[src/rtl/tx_fifo_uart.sv]
// tx_fifo_uart: byte FIFO feeding an 8N1 UART transmitter.
//
// Bytes pushed by the upstream sender are queued in a 2**ADDR_W entry FIFO
// and sent LSB first on `tx`, each frame being one start bit, eight data bits
// and one stop bit. Every bit lasts CLK_FREQ/BAUD clocks. If more data is
// queued when a stop bit ends, the next frame starts with no idle gap.
//
// Ports:
//   clk        system clock, rising edge
//   rst        asynchronous reset, active low
//   push       write strobe, one byte per cycle while high
//   push_data  byte to enqueue, sampled with push
//   full       FIFO holds 2**ADDR_W entries
//   empty      FIFO holds no entries
//   overflow   sticky flag: a push was seen while full
//   tx         serial output, idle high, registered
//   tx_busy    a frame is in progress
//   tx_done    one-cycle pulse after each stop bit completes
module tx_fifo_uart #(
  parameter int unsigned CLK_FREQ = 100_000_000,
  parameter int unsigned BAUD     = 9600,
  parameter int unsigned ADDR_W   = 4
) (
  input  logic       clk,
  input  logic       rst,
  input  logic       push,
  input  logic [7:0] push_data,
  output logic       full,
  output logic       empty,
  output logic       overflow,
  output logic       tx,
  output logic       tx_busy,
  output logic       tx_done
);

  localparam int unsigned Div   = CLK_FREQ / BAUD;
  localparam int unsigned Depth = 2 ** ADDR_W;
  localparam int unsigned CntW  = (Div > 2) ? $clog2(Div) : 1;
  localparam logic [CntW-1:0] BaudLast = CntW'(Div - 1);

  typedef enum logic [1:0] {StIdle, StStart, StData, StStop} state_e;

  // FIFO storage and bookkeeping
  logic [7:0]        mem_q [Depth];
  logic [ADDR_W-1:0] wr_ptr_q, wr_ptr_d;
  logic [ADDR_W-1:0] rd_ptr_q, rd_ptr_d;
  logic [ADDR_W:0]   count_q, count_d;
  logic              overflow_q, overflow_d;
  logic              wr_en;
  logic              pop;

  // Transmitter state
  state_e            state_q, state_d;
  logic [CntW-1:0]   baud_q, baud_d;
  logic [2:0]        bit_q, bit_d;
  logic [7:0]        shift_q, shift_d;
  logic              tx_q, tx_d;
  logic              done_q, done_d;
  logic              baud_last;

  // The count never exceeds Depth, so its MSB alone marks the full state.
  assign full     = count_q[ADDR_W];
  assign empty    = (count_q == '0);
  assign overflow = overflow_q;
  assign tx       = tx_q;
  assign tx_busy  = (state_q != StIdle);
  assign tx_done  = done_q;

  // A push while full is dropped even if a pop frees a slot in the same cycle.
  always_comb begin
    wr_en      = push & ~full;
    wr_ptr_d   = wr_ptr_q;
    rd_ptr_d   = rd_ptr_q;
    count_d    = count_q;
    overflow_d = overflow_q | (push & full);
    if (wr_en) wr_ptr_d = wr_ptr_q + 1'b1;
    if (pop)   rd_ptr_d = rd_ptr_q + 1'b1;
    case ({wr_en, pop})
      2'b10:   count_d = count_q + 1'b1;
      2'b01:   count_d = count_q - 1'b1;
      default: count_d = count_q;
    endcase
  end

  always_ff @(posedge clk) begin
    if (wr_en) mem_q[wr_ptr_q] <= push_data;
  end

  always_ff @(posedge clk or negedge rst) begin
    if (!rst) begin
      wr_ptr_q   <= '0;
      rd_ptr_q   <= '0;
      count_q    <= '0;
      overflow_q <= 1'b0;
    end else begin
      wr_ptr_q   <= wr_ptr_d;
      rd_ptr_q   <= rd_ptr_d;
      count_q    <= count_d;
      overflow_q <= overflow_d;
    end
  end

  // tx is registered, so each transition loads the level of the bit being
  // entered rather than the bit being left.
  always_comb begin
    state_d   = state_q;
    baud_d    = baud_q;
    bit_d     = bit_q;
    shift_d   = shift_q;
    tx_d      = tx_q;
    done_d    = 1'b0;
    pop       = 1'b0;
    baud_last = (baud_q == BaudLast);
    case (state_q)
      StIdle: begin
        tx_d   = 1'b1;
        baud_d = '0;
        if (!empty) begin
          pop     = 1'b1;
          shift_d = mem_q[rd_ptr_q];
          state_d = StStart;
          tx_d    = 1'b0;
        end
      end
      StStart: begin
        if (baud_last) begin
          baud_d  = '0;
          bit_d   = 3'd0;
          state_d = StData;
          tx_d    = shift_q[0];
        end else begin
          baud_d = baud_q + 1'b1;
        end
      end
      StData: begin
        if (baud_last) begin
          baud_d  = '0;
          shift_d = {1'b0, shift_q[7:1]};
          if (bit_q == 3'd7) begin
            state_d = StStop;
            tx_d    = 1'b1;
          end else begin
            bit_d = bit_q + 1'b1;
            tx_d  = shift_q[1];
          end
        end else begin
          baud_d = baud_q + 1'b1;
        end
      end
      StStop: begin
        if (baud_last) begin
          baud_d = '0;
          done_d = 1'b1;
          if (!empty) begin
            pop     = 1'b1;
            shift_d = mem_q[rd_ptr_q];
            state_d = StStart;
            tx_d    = 1'b0;
          end else begin
            state_d = StIdle;
            tx_d    = 1'b1;
          end
        end else begin
          baud_d = baud_q + 1'b1;
        end
      end
      default: begin
        state_d = StIdle;
        tx_d    = 1'b1;
      end
    endcase
  end

  always_ff @(posedge clk or negedge rst) begin
    if (!rst) begin
      state_q <= StIdle;
      baud_q  <= '0;
      bit_q   <= '0;
      shift_q <= '0;
      tx_q    <= 1'b1;
      done_q  <= 1'b0;
    end else begin
      state_q <= state_d;
      baud_q  <= baud_d;
      bit_q   <= bit_d;
      shift_q <= shift_d;
      tx_q    <= tx_d;
      done_q  <= done_d;
    end
  end

endmodule

[config.mk]
export PLATFORM = sky130hd
export DESIGN_NAME = tx_fifo_uart
export DESIGN_NICKNAME = d
export VERILOG_FILES = /design/src/rtl/tx_fifo_uart.sv
export SDC_FILE = /design/constraint.sdc
export NUM_CORES = 1
export LEC_CHECK = 0
export ABC_CLOCK_PERIOD_IN_PS = 6500
export BUFFER_PORTS_ARGS = -buffer_cell sky130_fd_sc_hd__buf_4
export CELL_PAD_IN_SITES_DETAIL_PLACEMENT = 1
export CELL_PAD_IN_SITES_GLOBAL_PLACEMENT = 2
export CORE_ASPECT_RATIO = 1.75
export CORE_MARGIN = 2
export CORE_UTILIZATION = 53
export CTS_BUF_LIST = sky130_fd_sc_hd__clkbuf_8
export DETAILED_ROUTE_END_ITERATION = 16
export PLACE_DENSITY = 0.86
export SLEW_MARGIN = 40
export SYNTH_ARGS = -nofsm -noshare
export SYNTH_HDL_FRONTEND = slang
export SYNTH_SLANG_ARGS = --single-unit
export TNS_END_PERCENT = 30
[constraint.sdc]
create_clock -name clk -period 6.5 [get_ports clk]
set_input_delay 0.325 -clock clk [delete_from_list [all_inputs] [get_ports clk]]
set_output_delay 0.325 -clock clk [all_outputs]
set_load 0.05 [all_outputs]
; ---- Word-level counts from Yosys, hierarchy flattened
; Memory sizes are Yosys's and may differ from the RTL's.
; Index checks and enable logic that the tools add are counted.
[word_totals]
inputBits = 11
regBits = 43
n_memories = 1
ram_bits = 128
[classes]
addsub = 6
reduce_logical = 11
n_mux = 31
n_bitwise = 4
n_eq_ne = 13
[mem_list]
columns = memory, depth, word_bits, rd, rd_clocked_by_memory_dff, wr, line_no
row1 = mem_q, 16, 8, 1, 0, 1, 44  ; logic [7:0] mem_q [Depth];
[op_table]
columns = cell, n
row1 = $pmux 14 s2, 1
row2 = $mux 8, 3
row3 = $pmux 8 s3, 1
row4 = $add 14x1->14 const B, 1
row5 = $eq 14x14->1 const B, 1
row6 = $mux 14, 1
row7 = $mux 1, 12
row8 = $ne 2x2->1 const B, 6
row9 = $mux 2, 5
row10 = $pmux 5 s2, 1
row11 = $mux 3, 3
row12 = $add 4x1->4 const B, 2
row13 = $pmux 2 s4, 1
row14 = $eq 2x2->1 const B, 3
row15 = $pmux 3 s2, 1
row16 = $reduce_and 3->1, 2
row17 = $reduce_bool 2->1, 3
row18 = $add 5x1->5 const B, 1
row19 = $logic_not 5->1, 1
row20 = $reduce_and 5->1, 1
row21 = $sub 5x1->5 const B, 1
row22 = $eq 2x1->1 const B, 2
row23 = $pmux 1 s4, 1
row24 = $reduce_and 4->1, 1
row25 = 9 further kinds, 10

; ---- Logic depth before layout (Yosys ltp)
[depth]
ltp_word = 6
mapped_depth = 14

; ---- Worst setup path after synthesis
; OpenSTA, ideal clock, no wires.
[synth_timing]
kind = register to register
start = register count_q[4]
end = register count_q[4]
stages_incl_launch_ff = 13
setup_slack_ns = 3.635
t_arrival_ns = 2.783
setup_ns = 0.082
path_cell_list = dfrtp_1 > nor2_1 > nand2_1 > inv_1 > nor3_4 > ha_1 > inv_1 > fa_1 > nor2b_1 > o21ai_0 > and3_1 > nor3_1 > xor2_1
[synth_via]
elab_chain_len = 6
[synth_rtl]
columns = element, line_no
row1 = "start, declared", 47  ; logic [ADDR_W:0] count_q, count_d;
row2 = "start signal, assigned", 98  ; count_q <= count_d;
row3 = $logic_not 5->1 (*), 63  ; assign empty = (count_q == '0);
row4 = named net empty, 29  ; output logic empty,
row5 = $mux 1 (*), "118, 154"
row6 = $mux 1, 151  ; if (baud_last) begin
row7 = $pmux 1 s2 (*), 114  ; case (state_q)
row8 = named net pop, 50  ; logic pop;
row9 = $eq 2x1->1 or $eq 2x2->1 (tied branches), 78  ; case ({wr_en, pop})
row10 = $pmux 5 s2 or $reduce_bool 2->1 (tied branches), --
; The timed path passes the listed nets; every way through them passes the cells marked *.
; A chain may end at the register's enable or synchronous reset.

; ---- Final worst setup path
[layout_timing]
start = register baud_q[0]
end = register count_q[4]
[layout_via]
elab_chain_len = 5
[layout_rtl]
columns = element, line_no
row1 = "start, declared", 54  ; logic [CntW-1:0] baud_q, baud_d;
row2 = "start signal, assigned", 184  ; baud_q <= baud_d;
row3 = $eq 14x14->1 (*), 113  ; baud_last = (baud_q == BaudLast);
row4 = $mux 1 (*), 151
row5 = $pmux 1 s2 (*), 114
row6 = named net pop, 50
row7 = $eq 2x1->1 or $eq 2x2->1 (tied branches), 78
row8 = $pmux 5 s2 or $reduce_bool 2->1 (tied branches), --
; Marks and branches as above.

==> reports/results.txt <==
ANT cells: 0
Area of the multi-input gates: 2118 um2
Net count, final: 491
Critical path arrival: 3.66 ns
Pwr/cell area: 414.9 nW/um2
Max Fclk: 306.7 MHz
# hold bufs at CTS: 1
CTS sink cnt: 171
Met3 usage: 3.644%
Setup violators final: 0
Grt total ovfl: 0
Register bit count reported by yosys: 171
Flop2flop setup slack: 3.24 ns
Final Hold Viols: 0
Tcrit/Tclk final: 50.17%
CTS tree: built
CP Max Fanout: 7
Post-route ant nets: 0
Vias per cell: 5.760
Die Y-Extent: 158.3 um
CTS H-Tree Depth: 4
GRT Util Overall: 21.85%
Number of buffers created by CTS: 17
First-pass iteration count of the detailed router: 4
Core region area: 13,380 um2
Slew margin rel.: 50.05%
DR iter-0 viols: 178
M1 GR Usage: 26.42%
Final-layout fill cell count: 1,261
Die area: 14,590 um2
Reg2Reg Depth: 13
Hold_sp: push
Worst-margin pin slew: 0.7477 ns
Largest net degree at the start of global routing: 44
Peak VDD IR: 0.1995 mV
Final wirelength: 14,220 um
Synth-to-layout area growth: 8.831%
CP max-delay cell: dfrtp_1
Maximum clock insertion buffer count: 2
Global-route wire length before repair: 23,160 um
# rows: 56
R2R Path End: count_q[4]
Worst-case clock skew: 0.02275 ns
Mean Syn Cell Area: 16.28 um2
Vias post-DR: 3,738
Required time worst endpoint: 6.89 ns
Gp weighted congestion: 0.8198
Initial core utilization: 53.89%
Placed inst area: 7448 um2
Hold Path Sink: overflow
Yosys warnings: 0
HPWL Detailed: 9910 um
Vias in the first global route: 4,098
Clk root buf: clkbuf_8
Startpoint types: flop
Kind of critical path: reg -> reg
Met2 global-route usage: 39.36%
Mapped Cells: 443
Design area: 7849 um2
Register area share after synthesis: 68.23%
Synth unique cells: 49
Unrepaired setup endpoints after global routing: no
Setup crit end kind: flop
Cells along the critical path: ha_1 > and4_2 > and4_1 > a21oi_2 > nor3_4 > ha_1 > inv_1 > fa_1 > nor2b_1 > o21ai_0 > and3_1 > nor3_1 > xor2_1
IO Pins: 17
# Max-Cap Violations: 0
Mapped Area: 7212 um2
Status: completed
Post-CTS sizing: 0
Proportion of layout cells with a drive suffix above 1: 19.37%
Leakage power: 2.791 nW
Max stage delay on crit path: 0.41 ns
Worst-Skew Late Latency: 0.47 ns
PortBufs: 16
Start of the worst register-to-register path: baud_q[0]
CP most frequent cell: ha_1
Worst hold path cell count: 2
Worst-path clk slew: 0.10 ns
Min-delay worst type: in -> reg
Die Wd: 92.18 um
Mean routed wirelength per cell: 21.91 um
GR peak layer: met2
Setup_tns: 0 ns
Remaining DRCs: 0
Tmin final: 3.261 ns
FF+latch area: 4926 um2
Post-Synthesis Net Count: 472
Final Slew Violations: 0
Initial antenna violation count: 0
Setup repair bufs after CTS: 0
cell families (layout without fill, tap and decap cells):
logic type / after synthesis / count (layout) / synth area share (%)
flip-flops: 171 / 171 / 68.23
AND/OR/NAND/NOR: 99 / 99 / 7.391
AO/OA/AOI/OAI: 64 / 64 / 5.586
multiplexers: 36 / 36 / 10.70
buffers and inverters: 35 / 67 / 2.429
XOR/XNOR: 20 / 20 / 2.429
adder cells (fa/ha/maj): 18 / 18 / 3.227
critical path, delay by kind of cell, from the launching register on:
kind                       cells  cell delay [ns]
xor gates and xnor gates       1             0.16
AOI/OAI and AO/OA              2             0.26
adders and majority gates      3             0.93
and+or+nand+nor                6             1.34
DFF                            1             0.41
buffers and inverters          1             0.10
synth_stat cells, drive strengths merged:
| cell | number | area, um2 |
|---|---|---|
| mux4 | 32 | 728.2 |
| buf | 12 | 87.58 |
| o31ai | 1 | 7.510 |
| inv | 17 | 63.81 |
| nor2 | 29 | 108.9 |
| nor3b | 2 | 15.01 |
| o221a | 1 | 11.26 |
| a21oi | 27 | 138.9 |
| nor3 | 6 | 41.29 |
| o221ai | 1 | 8.760 |
| and3 | 2 | 12.51 |
| nand3 | 9 | 50.05 |
| o21ai | 9 | 45.04 |
| mux2 | 3 | 33.78 |
| and4bb | 1 | 12.51 |
| nor2b | 4 | 25.02 |
| a22o | 3 | 26.28 |
| nand2b | 1 | 6.260 |
| nor4 | 1 | 12.51 |
| nand2 | 16 | 60.06 |
| a311oi | 1 | 8.760 |
| xnor2 | 8 | 70.07 |
| a21o | 3 | 22.52 |
| dfstp | 1 | 26.28 |
| ha | 17 | 212.7 |
| dfrtp | 42 | 1051 |
| nand4 | 5 | 31.28 |
| o22ai | 1 | 6.260 |
| and4 | 2 | 18.77 |
| and3b | 1 | 8.760 |
| a22oi | 17 | 127.6 |
| or4 | 1 | 11.26 |
| clkbuf | 6 | 23.77 |
| or3 | 2 | 12.51 |
| fa | 1 | 20.02 |
| edfxtp | 128 | 3844 |
| mux2i | 1 | 10.01 |
| xor2 | 12 | 105.1 |
| and2 | 17 | 106.4 |
per-stage QoR:
stage	total power [mW]	setup slack [ns]	cells	util, %	hold WS (ns)
4_1_cts	3.297	3.238	649	58.61	0.04338
2_1_floorplan	2.302	3.635	443	-	0.02941
5_1_grt	3.466	2.933	649	58.65	0.06245
6_report	3.257	3.239	649	58.65	0.06787
3_5_place_dp	2.579	3.259	616	55.66	0.3688
3_3_place_gp	2.528	3.397	616	55.66	0.3626
cell usage in the layout, fill, tap and decap left out, types with 2 or more instances in the layout:
master / instances
edfxtp_1: 128
dfrtp_1: 40
mux4_2: 30
nor2_1: 29
a21oi_1: 26
inv_1: 18
and2_1: 17
a22oi_1: 17
clkbuf_8: 17
buf_4: 17
nand2_1: 16
ha_1: 16
xor2_1: 12
o21ai_0: 9
nand3_1: 8
xnor2_1: 8
nor3_1: 5
nand4_1: 5
inv_8: 5
nor2b_1: 4
inv_6: 4
a21o_1: 3
a22o_1: 3
nor3b_1: 2
or3_1: 2
and3_1: 2
mux4_1: 2
mux2_2: 2
clkinv_8: 2
clkinvlp_4: 2
state kept, by name (all words and copies together), names as in the netlist:
signal	cells
bit_q	3
baud_q	14
tx	1
rd_ptr_q	4
count_q	5
tx_done	1
shift_q	8
wr_ptr_q	4
state_q	2
mem_q	128
overflow	1
layer usage:
metal  routed length [um]  part of all wire, %
met5                    0                    0
met4                  240                  1.7
met3                  450                  3.2
met2                 8017                   56
met1                 5513                   39
area by class of cell:
type	count	share of cell area, %
Tap cell	174	2.774
Timing Repair Buffer	18	1.754
Sequential cell	171	62.76
Inverter	17	0.8130
Multi-Input combinational cell	237	26.99
Clock buffer	17	2.981
Clock inverter	15	1.929
how the worst max path moves through the flow:
| stage | from | to | slack, ns |
|---|---|---|---|
| after detailed placement | baud_q[0] | count_q[4] | 3.26 |
| after CTS | baud_q[0] | count_q[4] | 3.24 |
| after floorplan | count_q[4] | count_q[4] | 3.64 |
| after global placement | baud_q[0] | count_q[4] | 3.40 |
| after global routing | baud_q[0] | count_q[4] | 2.93 |
| final | baud_q[0] | count_q[4] | 3.24 |
power breakdown:
group | total, mW | internal (mW) | switching, mW
clock | 0.721 | 0.287 | 0.434
sequential | 1.47 | 1.33 | 0.142
combinational | 1.06 | 0.462 | 0.601
(Power assumes the default switching activity.)
